--- src/rtl/pu_riscv_ahb3_port_arbiter_if.sv ---
// Bus bundle for the N-port AHB3-Lite arbiter: PU-side ports (s_*) and the shared system port (m_*).
// The master modport is the arbiter's view; the slave modport is the surrounding PU/system view.
interface pu_riscv_ahb3_port_arbiter_if #(
    parameter int unsigned XLEN  = 32,
    parameter int unsigned PLEN  = 32,
    parameter int unsigned PORTS = 2
);
    logic [PORTS-1:0]      s_HSEL;
    logic [PORTS*PLEN-1:0] s_HADDR;
    logic [PORTS*XLEN-1:0] s_HWDATA;
    logic [XLEN-1:0]       s_HRDATA;
    logic [PORTS-1:0]      s_HWRITE;
    logic [PORTS*3-1:0]    s_HSIZE;
    logic [PORTS*3-1:0]    s_HBURST;
    logic [PORTS*4-1:0]    s_HPROT;
    logic [PORTS*2-1:0]    s_HTRANS;
    logic [PORTS-1:0]      s_HMASTLOCK;
    logic [PORTS-1:0]      s_HREADY;
    logic [PORTS-1:0]      s_HRESP;

    logic                  m_HSEL;
    logic [PLEN-1:0]       m_HADDR;
    logic [XLEN-1:0]       m_HWDATA;
    logic [XLEN-1:0]       m_HRDATA;
    logic                  m_HWRITE;
    logic [2:0]            m_HSIZE;
    logic [2:0]            m_HBURST;
    logic [3:0]            m_HPROT;
    logic [1:0]            m_HTRANS;
    logic                  m_HMASTLOCK;
    logic                  m_HREADY;
    logic                  m_HRESP;

    modport master (
        input  s_HSEL, s_HADDR, s_HWDATA, s_HWRITE, s_HSIZE, s_HBURST, s_HPROT, s_HTRANS,
        input  s_HMASTLOCK,
        output s_HRDATA, s_HREADY, s_HRESP,
        output m_HSEL, m_HADDR, m_HWDATA, m_HWRITE, m_HSIZE, m_HBURST, m_HPROT, m_HTRANS,
        output m_HMASTLOCK,
        input  m_HRDATA, m_HREADY, m_HRESP
    );

    modport slave (
        output s_HSEL, s_HADDR, s_HWDATA, s_HWRITE, s_HSIZE, s_HBURST, s_HPROT, s_HTRANS,
        output s_HMASTLOCK,
        input  s_HRDATA, s_HREADY, s_HRESP,
        input  m_HSEL, m_HADDR, m_HWDATA, m_HWRITE, m_HSIZE, m_HBURST, m_HPROT, m_HTRANS,
        input  m_HMASTLOCK,
        output m_HRDATA, m_HREADY, m_HRESP
    );
endinterface

--- src/rtl/pu_riscv_ahb3_port_arbiter.sv ---
// N-port AHB3-Lite master multiplexer with burst-aware ownership and zero-bubble handover.
// Define PU_RISCV_AHB3_ARB_RR_EN for round-robin arbitration; default is fixed lowest-index priority.
module pu_riscv_ahb3_port_arbiter #(
    parameter int unsigned XLEN  = 32,
    parameter int unsigned PLEN  = 32,
    parameter int unsigned PORTS = 2
) (
    input logic                          HCLK,
    input logic                          HRESET,
    pu_riscv_ahb3_port_arbiter_if.master bus
);
    localparam int unsigned IdxW = (PORTS > 1) ? $clog2(PORTS) : 1;

    localparam logic [1:0] TransIdle   = 2'b00;
    localparam logic [1:0] TransNonseq = 2'b10;
    localparam logic [1:0] TransSeq    = 2'b11;

    logic [PLEN-1:0] addr  [PORTS];
    logic [XLEN-1:0] wdata [PORTS];
    logic [2:0]      size  [PORTS];
    logic [2:0]      burst [PORTS];
    logic [3:0]      prot  [PORTS];
    logic [1:0]      trans [PORTS];
    logic [PORTS-1:0] req;

    for (genvar p = 0; p < PORTS; p++) begin : g_unpack
        assign addr[p]  = bus.s_HADDR[p*PLEN +: PLEN];
        assign wdata[p] = bus.s_HWDATA[p*XLEN +: XLEN];
        assign size[p]  = bus.s_HSIZE[p*3 +: 3];
        assign burst[p] = bus.s_HBURST[p*3 +: 3];
        assign prot[p]  = bus.s_HPROT[p*4 +: 4];
        assign trans[p] = bus.s_HTRANS[p*2 +: 2];
        assign req[p]   = bus.s_HSEL[p] & (trans[p] == TransNonseq);
    end

    logic [IdxW-1:0] owner_q, owner_d, downer_q, downer_d, grant;
    logic            dvalid_q, dvalid_d;
    logic [3:0]      beats_q, beats_d;
    logic            incr_lock_q, incr_lock_d;

    logic [1:0] own_trans;
    logic [2:0] own_burst;
    logic       own_lock;
    logic       accept;

    assign own_trans = trans[owner_q];
    assign own_burst = burst[owner_q];
    assign own_lock  = bus.s_HMASTLOCK[owner_q];
    assign accept    = bus.m_HREADY & own_trans[1];

`ifdef PU_RISCV_AHB3_ARB_RR_EN
    // Descending sweep so the port closest after the owner overwrites last and wins.
    always_comb begin
        grant = owner_q;
        for (int i = int'(PORTS); i >= 1; i--) begin
            if (req[(int'(owner_q) + i) % int'(PORTS)]) begin
                grant = IdxW'((int'(owner_q) + i) % int'(PORTS));
            end
        end
    end
`else
    always_comb begin
        grant = owner_q;
        for (int i = int'(PORTS) - 1; i >= 0; i--) begin
            if (req[i]) grant = IdxW'(i);
        end
    end
`endif

    always_comb begin
        owner_d     = owner_q;
        downer_d    = downer_q;
        dvalid_d    = dvalid_q;
        beats_d     = beats_q;
        incr_lock_d = incr_lock_q;
        if (bus.m_HREADY) begin
            dvalid_d = accept;
            if (accept) downer_d = owner_q;
            if (own_trans == TransIdle || own_trans == TransNonseq) incr_lock_d = 1'b0;
            if (accept && own_trans == TransNonseq) begin
                case (own_burst)
                    3'b001:         begin beats_d = 4'd0; incr_lock_d = 1'b1; end
                    3'b010, 3'b011: beats_d = 4'd3;
                    3'b100, 3'b101: beats_d = 4'd7;
                    3'b110, 3'b111: beats_d = 4'd15;
                    default:        beats_d = 4'd0;
                endcase
            end else if (accept && own_trans == TransSeq && beats_q != 4'd0) begin
                beats_d = beats_q - 4'd1;
            end
            // Handover on the last accepted beat lets the stalled port's address go out next cycle.
            if (beats_d == 4'd0 && !incr_lock_d && !own_lock && |req) owner_d = grant;
        end
    end

    always_ff @(posedge HCLK) begin
        if (HRESET) begin
            owner_q     <= '0;
            downer_q    <= '0;
            dvalid_q    <= 1'b0;
            beats_q     <= 4'd0;
            incr_lock_q <= 1'b0;
        end else begin
            owner_q     <= owner_d;
            downer_q    <= downer_d;
            dvalid_q    <= dvalid_d;
            beats_q     <= beats_d;
            incr_lock_q <= incr_lock_d;
        end
    end

    assign bus.m_HSEL      = ~HRESET & bus.s_HSEL[owner_q];
    assign bus.m_HADDR     = addr[owner_q];
    assign bus.m_HWDATA    = wdata[downer_q];
    assign bus.m_HWRITE    = bus.s_HWRITE[owner_q];
    assign bus.m_HSIZE     = size[owner_q];
    assign bus.m_HBURST    = own_burst;
    assign bus.m_HPROT     = prot[owner_q];
    assign bus.m_HTRANS    = HRESET ? TransIdle : own_trans;
    assign bus.m_HMASTLOCK = ~HRESET & own_lock;
    assign bus.s_HRDATA    = bus.m_HRDATA;

    always_comb begin
        bus.s_HREADY = '1;
        bus.s_HRESP  = '0;
        for (int p = 0; p < int'(PORTS); p++) begin
            if (HRESET) begin
                bus.s_HREADY[p] = 1'b1;
            end else if (owner_q == IdxW'(p) || (dvalid_q && downer_q == IdxW'(p))) begin
                bus.s_HREADY[p] = bus.m_HREADY;
            end else if (req[p]) begin
                bus.s_HREADY[p] = 1'b0;
            end
            if (!HRESET && dvalid_q && downer_q == IdxW'(p)) bus.s_HRESP[p] = bus.m_HRESP;
        end
    end
endmodule
--- src/flat_wrapper.sv ---
// flat-port wrapper written by rule: the top's interface ports become plain ports
module pu_riscv_ahb3_port_arbiter_flat 
#(
    parameter int unsigned XLEN  = 32,
    parameter int unsigned PLEN  = 32,
    parameter int unsigned PORTS = 2
)
  (HCLK, HRESET, bus_s_HSEL, bus_s_HADDR, bus_s_HWDATA, bus_s_HWRITE, bus_s_HSIZE, bus_s_HBURST, bus_s_HPROT, bus_s_HTRANS, bus_s_HMASTLOCK, bus_s_HRDATA, bus_s_HREADY, bus_s_HRESP, bus_m_HSEL, bus_m_HADDR, bus_m_HWDATA, bus_m_HWRITE, bus_m_HSIZE, bus_m_HBURST, bus_m_HPROT, bus_m_HTRANS, bus_m_HMASTLOCK, bus_m_HRDATA, bus_m_HREADY, bus_m_HRESP);
  pu_riscv_ahb3_port_arbiter_if #(.XLEN(XLEN), .PLEN(PLEN), .PORTS(PORTS)) bus_i ();
  input logic HCLK;
  input logic HRESET;
  input wire logic [$bits(bus_i.s_HSEL)-1:0] bus_s_HSEL;
  input wire logic [$bits(bus_i.s_HADDR)-1:0] bus_s_HADDR;
  input wire logic [$bits(bus_i.s_HWDATA)-1:0] bus_s_HWDATA;
  input wire logic [$bits(bus_i.s_HWRITE)-1:0] bus_s_HWRITE;
  input wire logic [$bits(bus_i.s_HSIZE)-1:0] bus_s_HSIZE;
  input wire logic [$bits(bus_i.s_HBURST)-1:0] bus_s_HBURST;
  input wire logic [$bits(bus_i.s_HPROT)-1:0] bus_s_HPROT;
  input wire logic [$bits(bus_i.s_HTRANS)-1:0] bus_s_HTRANS;
  input wire logic [$bits(bus_i.s_HMASTLOCK)-1:0] bus_s_HMASTLOCK;
  output wire logic [$bits(bus_i.s_HRDATA)-1:0] bus_s_HRDATA;
  output wire logic [$bits(bus_i.s_HREADY)-1:0] bus_s_HREADY;
  output wire logic [$bits(bus_i.s_HRESP)-1:0] bus_s_HRESP;
  output wire logic [$bits(bus_i.m_HSEL)-1:0] bus_m_HSEL;
  output wire logic [$bits(bus_i.m_HADDR)-1:0] bus_m_HADDR;
  output wire logic [$bits(bus_i.m_HWDATA)-1:0] bus_m_HWDATA;
  output wire logic [$bits(bus_i.m_HWRITE)-1:0] bus_m_HWRITE;
  output wire logic [$bits(bus_i.m_HSIZE)-1:0] bus_m_HSIZE;
  output wire logic [$bits(bus_i.m_HBURST)-1:0] bus_m_HBURST;
  output wire logic [$bits(bus_i.m_HPROT)-1:0] bus_m_HPROT;
  output wire logic [$bits(bus_i.m_HTRANS)-1:0] bus_m_HTRANS;
  output wire logic [$bits(bus_i.m_HMASTLOCK)-1:0] bus_m_HMASTLOCK;
  input wire logic [$bits(bus_i.m_HRDATA)-1:0] bus_m_HRDATA;
  input wire logic [$bits(bus_i.m_HREADY)-1:0] bus_m_HREADY;
  input wire logic [$bits(bus_i.m_HRESP)-1:0] bus_m_HRESP;
  assign bus_i.s_HSEL = bus_s_HSEL;
  assign bus_i.s_HADDR = bus_s_HADDR;
  assign bus_i.s_HWDATA = bus_s_HWDATA;
  assign bus_i.s_HWRITE = bus_s_HWRITE;
  assign bus_i.s_HSIZE = bus_s_HSIZE;
  assign bus_i.s_HBURST = bus_s_HBURST;
  assign bus_i.s_HPROT = bus_s_HPROT;
  assign bus_i.s_HTRANS = bus_s_HTRANS;
  assign bus_i.s_HMASTLOCK = bus_s_HMASTLOCK;
  assign bus_s_HRDATA = bus_i.s_HRDATA;
  assign bus_s_HREADY = bus_i.s_HREADY;
  assign bus_s_HRESP = bus_i.s_HRESP;
  assign bus_m_HSEL = bus_i.m_HSEL;
  assign bus_m_HADDR = bus_i.m_HADDR;
  assign bus_m_HWDATA = bus_i.m_HWDATA;
  assign bus_m_HWRITE = bus_i.m_HWRITE;
  assign bus_m_HSIZE = bus_i.m_HSIZE;
  assign bus_m_HBURST = bus_i.m_HBURST;
  assign bus_m_HPROT = bus_i.m_HPROT;
  assign bus_m_HTRANS = bus_i.m_HTRANS;
  assign bus_m_HMASTLOCK = bus_i.m_HMASTLOCK;
  assign bus_i.m_HRDATA = bus_m_HRDATA;
  assign bus_i.m_HREADY = bus_m_HREADY;
  assign bus_i.m_HRESP = bus_m_HRESP;
  pu_riscv_ahb3_port_arbiter #(.XLEN(XLEN), .PLEN(PLEN), .PORTS(PORTS)) u_core (.HCLK(HCLK), .HRESET(HRESET), .bus(bus_i));
endmodule
--- config.mk ---
export PLATFORM = sky130hd
export DESIGN_NAME = pu_riscv_ahb3_port_arbiter_flat
export DESIGN_NICKNAME = d
export VERILOG_FILES = /design/src/rtl/pu_riscv_ahb3_port_arbiter_if.sv /design/src/rtl/pu_riscv_ahb3_port_arbiter.sv /design/src/flat_wrapper.sv
export SDC_FILE = /design/constraint.sdc
export NUM_CORES = 1
export LEC_CHECK = 0
export ABC_AREA = 1
export BUFFER_PORTS_ARGS = -buffer_cell sky130_fd_sc_hd__buf_4
export CORE_AREA = 2 2 121 123
export DETAILED_ROUTE_END_ITERATION = 10
export DIE_AREA = 0 0 123 125
export SLEW_MARGIN = 10
export SYNTH_ARGS = -nofsm -noshare
export SYNTH_HDL_FRONTEND = slang
export SYNTH_SLANG_ARGS = --single-unit
--- constraint.sdc ---
create_clock -name HCLK -period 3.1 [get_ports HCLK]
set_clock_uncertainty 0.2 [all_clocks]
set_input_delay 0.31 -clock HCLK [delete_from_list [all_inputs] [get_ports HCLK]]
set_output_delay 0.31 -clock HCLK [all_outputs]
set_load 0.02 [all_outputs]
==> flow_metrics.env, run 1 <==
export IMPL_hpwl_mm=7.692
export IMPL_cts_sinks=8
export IMPL_core_um2=14200
export IMPL_vias=2910
export IMPL_synth_compound_area_share_pct=4.740
export IMPL_gp_congestion=0.8415
export IMPL_highest_layer="met4"
export IMPL_ctsHoldBuffers=0
export IMPL_hold_class="in2reg"
export IMPL_vdd_drop_max_mv=0.1463
export IMPL_synth_xor_area_share_pct=0.4673
export IMPL_cts_buffer_depth=2
export IMPL_p_clk_share_pct=23.4
export IMPL_synth_seq_cells=8
export IMPL_ff2ff_setup_slack_ns=0.88
export IMPL_arrival_ns=1.72
export IMPL_synth_edf_count=0
export IMPL_met1_length_mm=3.477
export IMPL_period_minus_slack_ns=2.234
export IMPL_crit_end="bus_m_HSEL"
export IMPL_synth_mux_area_fraction_pct=0.5340
export IMPL_combPwrFrac_pct=64.0
export IMPL_cts_htree_levels=1
export IMPL_pwr_share_seq_pct=12.6
export IMPL_power_density_nw_per_um2=252.1
export IMPL_synth_seq_area_share_pct=8.545
export IMPL_start_util_pct=13.20
export IMPL_fp_dieH_um=125
export IMPL_internal_power_uw=571.7
export IMPL_synth_cell_area_um2=1874
export IMPL_r2r_start="u_core.owner_q$_SDFFE_PP0P_"
export IMPL_drive_above_1_share_pct=45.42
export IMPL_rsz0062_at_grt="no"
export IMPL_final_area_um2=3719
export IMPL_diodes=0
export IMPL_yosys_warnings=0
export IMPL_grt_max_degree=47
export IMPL_synth_area_leaders="nand2_1, buf_4, dfxtp_1"
export IMPL_place_area_um2=3643
export IMPL_track_usage_pct=11.12
export IMPL_nNetsFinal=787
export IMPL_antenna_found_initial=0
export IMPL_yosysMostFrequentCell="nand2_1"
export IMPL_synth_top_family_by_area="simple AND/OR/NAND/NOR gates"
export IMPL_rows=44
export IMPL_cts_tree="done"
export IMPL_reg2regPathDepth=13
export IMPL_yosys_area_share_adder_pct=0.6676
export IMPL_path_class="reg2out"
export IMPL_required_ns=2.59
export IMPL_drv_cap=0
export IMPL_post_cts_buffers=0
export IMPL_path_max_fanout=28
export IMPL_ys_types=28
export IMPL_synth_top_area_share_pct=49.27
export IMPL_cp_end_kind="output port"
export IMPL_p_switching_uw=365.9
export IMPL_drt_wirelength_per_cell_um=11.76
export IMPL_die_area_um2=15380
export IMPL_synth_top_area_cell="nand2_1"
export IMPL_power_leakage_nw=2.213
export IMPL_post_cts_resized=0
export IMPL_hold_violations=0
export IMPL_synthSimpleGateAreaFrac_pct=63.68
export IMPL_io_pins=309
export IMPL_hold_ws_ns=0.1569
export IMPL_r2r_end="u_core.owner_q$_SDFFE_PP0P_"
export IMPL_cts_made_buffers=3
export IMPL_ys_top_cells_by_count="nand2_1, buf_4, inv_1"
export IMPL_vias_per_cell=3.760
export IMPL_crit_start="u_core.owner_q$_SDFFE_PP0P_"
export IMPL_grt_pass1_wl_mm=13.86
export IMPL_port_buffers=244
export IMPL_drtPass1Iterations=4
export IMPL_synthToLayoutAreaGrowth_pct=98.40
export IMPL_finalPower_uw=937.6
export IMPL_tns_ns=0
export IMPL_fmax_mhz=447.6
export IMPL_maxSlewHeadroom_pct=65.10
export IMPL_worstSkewPairLatency_ns=0.23
export IMPL_grt_pass1_vias=2806
export IMPL_worst_slack_ns=0.8656
export IMPL_drt_wl_total_mm=9.103
export IMPL_ys_flop_type="dfxtp_1"
export IMPL_swShare_pct=39.02
export IMPL_async_flop_share_pct=0
export IMPL_dr_first_iter_drc_count=96
export IMPL_drc=0
export IMPL_slew_viol_final=0
export IMPL_post_route_util_pct=26.18
export IMPL_layout_cells_non_filler=774
export IMPL_postRouteAntennaNets=0
export IMPL_clk_pin_slew_ns=0.04
export IMPL_synth_area_per_cell_um2=4.806
export IMPL_cp_start_kind="register"
export IMPL_root_buffer="clkbuf_16"
export IMPL_wl_met2_mm=4.681
export IMPL_die_x_um=123
export IMPL_met3_length_um=762
export IMPL_dp_slack_ns=0.8698
export IMPL_placedCellCount=771
export IMPL_syn_inst=390
export IMPL_post_route_period_util_pct=72.08
export IMPL_finalSetupViolations=0
export IMPL_globalRoute_totalOverflow=0
export IMPL_syn_nets=585
export IMPL_tightest_slew_ns=0.5235
export IMPL_outcome="complete, no violations"
## kinds of logic after synthesis
family                     Yosys count
buffers and inverters               71
and+or+nand+nor                    291
DFF                                  8
adders and majority gates            1
muxes                                1
xor gates and xnor gates             1
AOI/OAI and AO/OA                   17
## power by group through the flow
stage	Combinational (mW)	Clock, mW	Sequential [mW]
after floorplan	0.343	0	0.115
after global placement	0.606	0	0.120
after detailed placement	0.606	0	0.120
after CTS	0.608	0.223	0.118
after global routing	0.652	0.228	0.119
final	0.600	0.219	0.118
## critical path: stages, from the launching register on
cell,delay [ns]
dfxtp_2,0.65
buf_4,0.38
o21ai_0,0.15
nor2_1,0.13
buf_4,0.17
## layer usage
layer	vias to the layer above	track usage (%)
li1	1542	-
met1	1214	12.98
met2	134	20.21
met3	20	2.600
met4	0	2.674
met5	-	0
## placed cells by master (no fill, tap or decap)
cell type / instances
and2_1: 1
nand3_2: 3
nand4_1: 3
dfxtp_1: 7
xor2_1: 1
nor3_1: 2
ha_1: 1
buf_4: 247
inv_6: 1
mux2i_1: 1
clkinv_1: 1
nand2_4: 3
nor2_1: 15
inv_2: 1
nand3_1: 10
nor2_4: 3
nand2_2: 3
clkbuf_16: 3
a21oi_2: 1
dfxtp_2: 1
a21oi_1: 8
o21ai_0: 6
nor2_2: 2
inv_1: 18
o21ai_1: 2
nand2_1: 246
## flip-flops by register name, summed over array words and instances (netlist names)
signal and cells:
u_core.downer_q 1, u_core.beats_q 4, u_core.incr_lock_q 1, u_core.owner_q 1
u_core.dvalid_q 1
## cell type report
type | instances | area (um2)
inverter | 21 | 83.83
multi-input combinational | 311 | 1314
fill | 1665 | 10490
sequential | 8 | 161.4
timing repair buffer | 247 | 1854
tap | 184 | 230.2
clock buffer | 3 | 75.07
## worst min path at each step
stage | start | end | slack, ns | cells past startpoint
after floorplan | u_core.dvalid_q$_SDFFE_PP0P_ | u_core.dvalid_q$_SDFFE_PP0P_ | 0.27 | 2
after global placement | u_core.dvalid_q$_SDFFE_PP0P_ | u_core.dvalid_q$_SDFFE_PP0P_ | 0.31 | 2
after detailed placement | u_core.dvalid_q$_SDFFE_PP0P_ | u_core.dvalid_q$_SDFFE_PP0P_ | 0.31 | 2
after CTS | HRESET | u_core.beats_q[1]$_SDFFE_PP0P_ | 0.16 | 2
after global routing | HRESET | u_core.beats_q[1]$_SDFFE_PP0P_ | 0.17 | 2
final | HRESET | u_core.beats_q[1]$_SDFFE_PP0P_ | 0.16 | 2
(Power assumes the default switching activity.)
==> inputs of run 2 (changes only) <==
clock period = 1.8 ns   (was 3.1 ns; I/O delays follow)
==> run 2 against run 1 <==
Against the previous run:
- utilization up 0.80 points
- design area grew 3.1%
- hold slack worse by 0.14 ns
- register-to-register slack got worse by 0.79 ns
- sequential power grew 71%
- sequential share of layout area hardly changed
- setup slack worse by 0.79 ns
- die area is the same
- clock-buffer cell count unchanged
- routed wire length is 1.3% higher
- first-iteration DRC count increased by 20%
- total power grew 77%
- critical path type unchanged
- critical endpoint is now bus_m_HMASTLOCK
- largest cell class unchanged
==> flow_metrics.env, run 2 (same netlist as run 1, synthesis figures left out) <==
export IMPL_vias_per_cell=3.785
export IMPL_period_minus_slack_ns=1.724
export IMPL_diodes=0
export IMPL_drt_wirelength_per_cell_um=11.79
export IMPL_fill_cells=1598
export IMPL_hold_violations=0
export IMPL_power_density_nw_per_um2=432.0
export IMPL_antenna_found_initial=0
export IMPL_power_leakage_nw=2.265
export IMPL_track_usage_pct=11.04
export IMPL_worstSkewPairLatency_ns=0.23
export IMPL_dr_first_iter_drc_count=115
export IMPL_placedCellCount=778
export IMPL_grt_max_degree=37
export IMPL_cts_made_buffers=3
export IMPL_tns_ns=0
export IMPL_fmax_mhz=580.2
export IMPL_drive_above_1_share_pct=47.66
export IMPL_post_route_util_pct=26.98
export IMPL_core_um2=14200
export IMPL_multi_input_area_um2=1331
export IMPL_io_pins=309
export IMPL_clk_pin_slew_ns=0.04
export IMPL_hpwl_mm=7.744
export IMPL_globalRoute_totalOverflow=0
export IMPL_cts_sinks=8
export IMPL_gp_congestion=0.8507
export IMPL_required_ns=1.42
export IMPL_regMostFlops="u_core.beats_q"
export IMPL_drtPass1Iterations=4
export IMPL_postRouteAntennaNets=0
export IMPL_post_route_period_util_pct=95.75
export IMPL_finalSetupViolations=0
export IMPL_hold_ws_ns=0.01820
export IMPL_vias=2960
export IMPL_layout_common_cells="buf_4, nand2_1, inv_1"
export IMPL_outcome="complete, no violations"
export IMPL_arrival_ns=1.34
export IMPL_die_x_um=123
export IMPL_layout_cells_non_filler=782
export IMPL_grt_pass1_wl_mm=13.66
export IMPL_port_buffers=244
export IMPL_die_area_um2=15380
export IMPL_tightest_slew_ns=0.3349
export IMPL_cts_tree="done"
export IMPL_grt_pass1_vias=2708
export IMPL_drt_wl_total_mm=9.218
export IMPL_final_area_um2=3832
export IMPL_cp_start_kind="register"
export IMPL_rows=44
export IMPL_place_area_um2=3709
export IMPL_cts_htree_levels=1
export IMPL_vdd_drop_max_mv=0.2480
export IMPL_path_class="reg2out"
export IMPL_maxSlewHeadroom_pct=77.67
export IMPL_path_max_fanout=8
export IMPL_cp_end_kind="output port"
export IMPL_nNetsFinal=795
export IMPL_drv_cap=0
export IMPL_hold_class="in2reg"
export IMPL_drc=0
export IMPL_fp_dieH_um=125
export IMPL_rsz0062_at_grt="yes"
export IMPL_cts_buffer_depth=2
export IMPL_start_util_pct=13.20
export IMPL_largest_reg_flops=4
export IMPL_register_area_um2=165.2
export IMPL_synthToLayoutAreaGrowth_pct=104.5
export IMPL_root_buffer="clkbuf_16"
export IMPL_slew_viol_final=0
export IMPL_layout_commonest_cell="buf_4"
run 2: cell count changes in the layout (fill, tap and decap cells not counted), moves of 2 or more:
cell     previous run  this run
inv_1              18        16
inv_2               1         3
buf_4             247       252
nor2_2              2         4
nand2_2             3         5
nor2_1             15        13
o21ai_1             2         4
o21ai_0             6         4
buf_12              0         2
nand2_1           246       244
run 2: path summary, 6_finish.rpt:
check	startpoint	end	slack, ns	cells after the start
worst max-delay path	u_core.owner_q$_SDFFE_PP0P_	bus_m_HMASTLOCK	0.08	4
worst min-delay path	HRESET	u_core.dvalid_q$_SDFFE_PP0P_	0.02	2
worst max register to register	u_core.beats_q[0]$_SDFFE_PP0P_	u_core.owner_q$_SDFFE_PP0P_	0.09	14
worst min register to register	u_core.dvalid_q$_SDFFE_PP0P_	u_core.dvalid_q$_SDFFE_PP0P_	0.31	2
run 2: timing repair:
action / 4_1_cts / 5_1_grt
setup endpoints to repair: 36 / 40
pin swaps: 0 / 4
setup buffers: 0 / 1
hold buffers: 0 / 0
cloned: 0 / 0
resized for setup: 2 / 15
run 2: metal layers:
metal | global-route usage, % | part of all wire [%] | vias up
met3 | 2.692 | 8.3 | 26
li1 | - | - | 1562
met5 | 0 | 0 | -
met4 | 2.807 | 2.6 | 0
met2 | 19.50 | 49 | 140
met1 | 13.23 | 40 | 1232
run 2: final cells by class:
class / instances / area share, %
timing repair buffer: 255 / 50.80
multi-input combinational: 311 / 34.74
sequential: 8 / 4.309
tap: 184 / 6.007
inverter: 21 / 2.187
clock buffer: 3 / 1.959
run 2: through the flow:
stage                     setup WS [ns]  total power, mW
after floorplan                 0.06733           0.7883
after global placement          0.05402            1.268
after detailed placement        0.04669            1.266
after CTS                      0.008085            1.652
after global routing           -0.04082            1.759
final                           0.07648            1.656
run 2: where the power goes:
group	total (mW)	switching, mW	internal, mW
Combinational	1.08	0.542	0.534
Clock	0.378	0.0914	0.287
Sequential	0.202	0.0123	0.190
run 2: critical path, stage by stage (launching register included):
cell and delay, ns:
dfxtp_4 0.40, buf_4 0.17, mux2i_1 0.30, nor2_1 0.08, buf_4 0.16
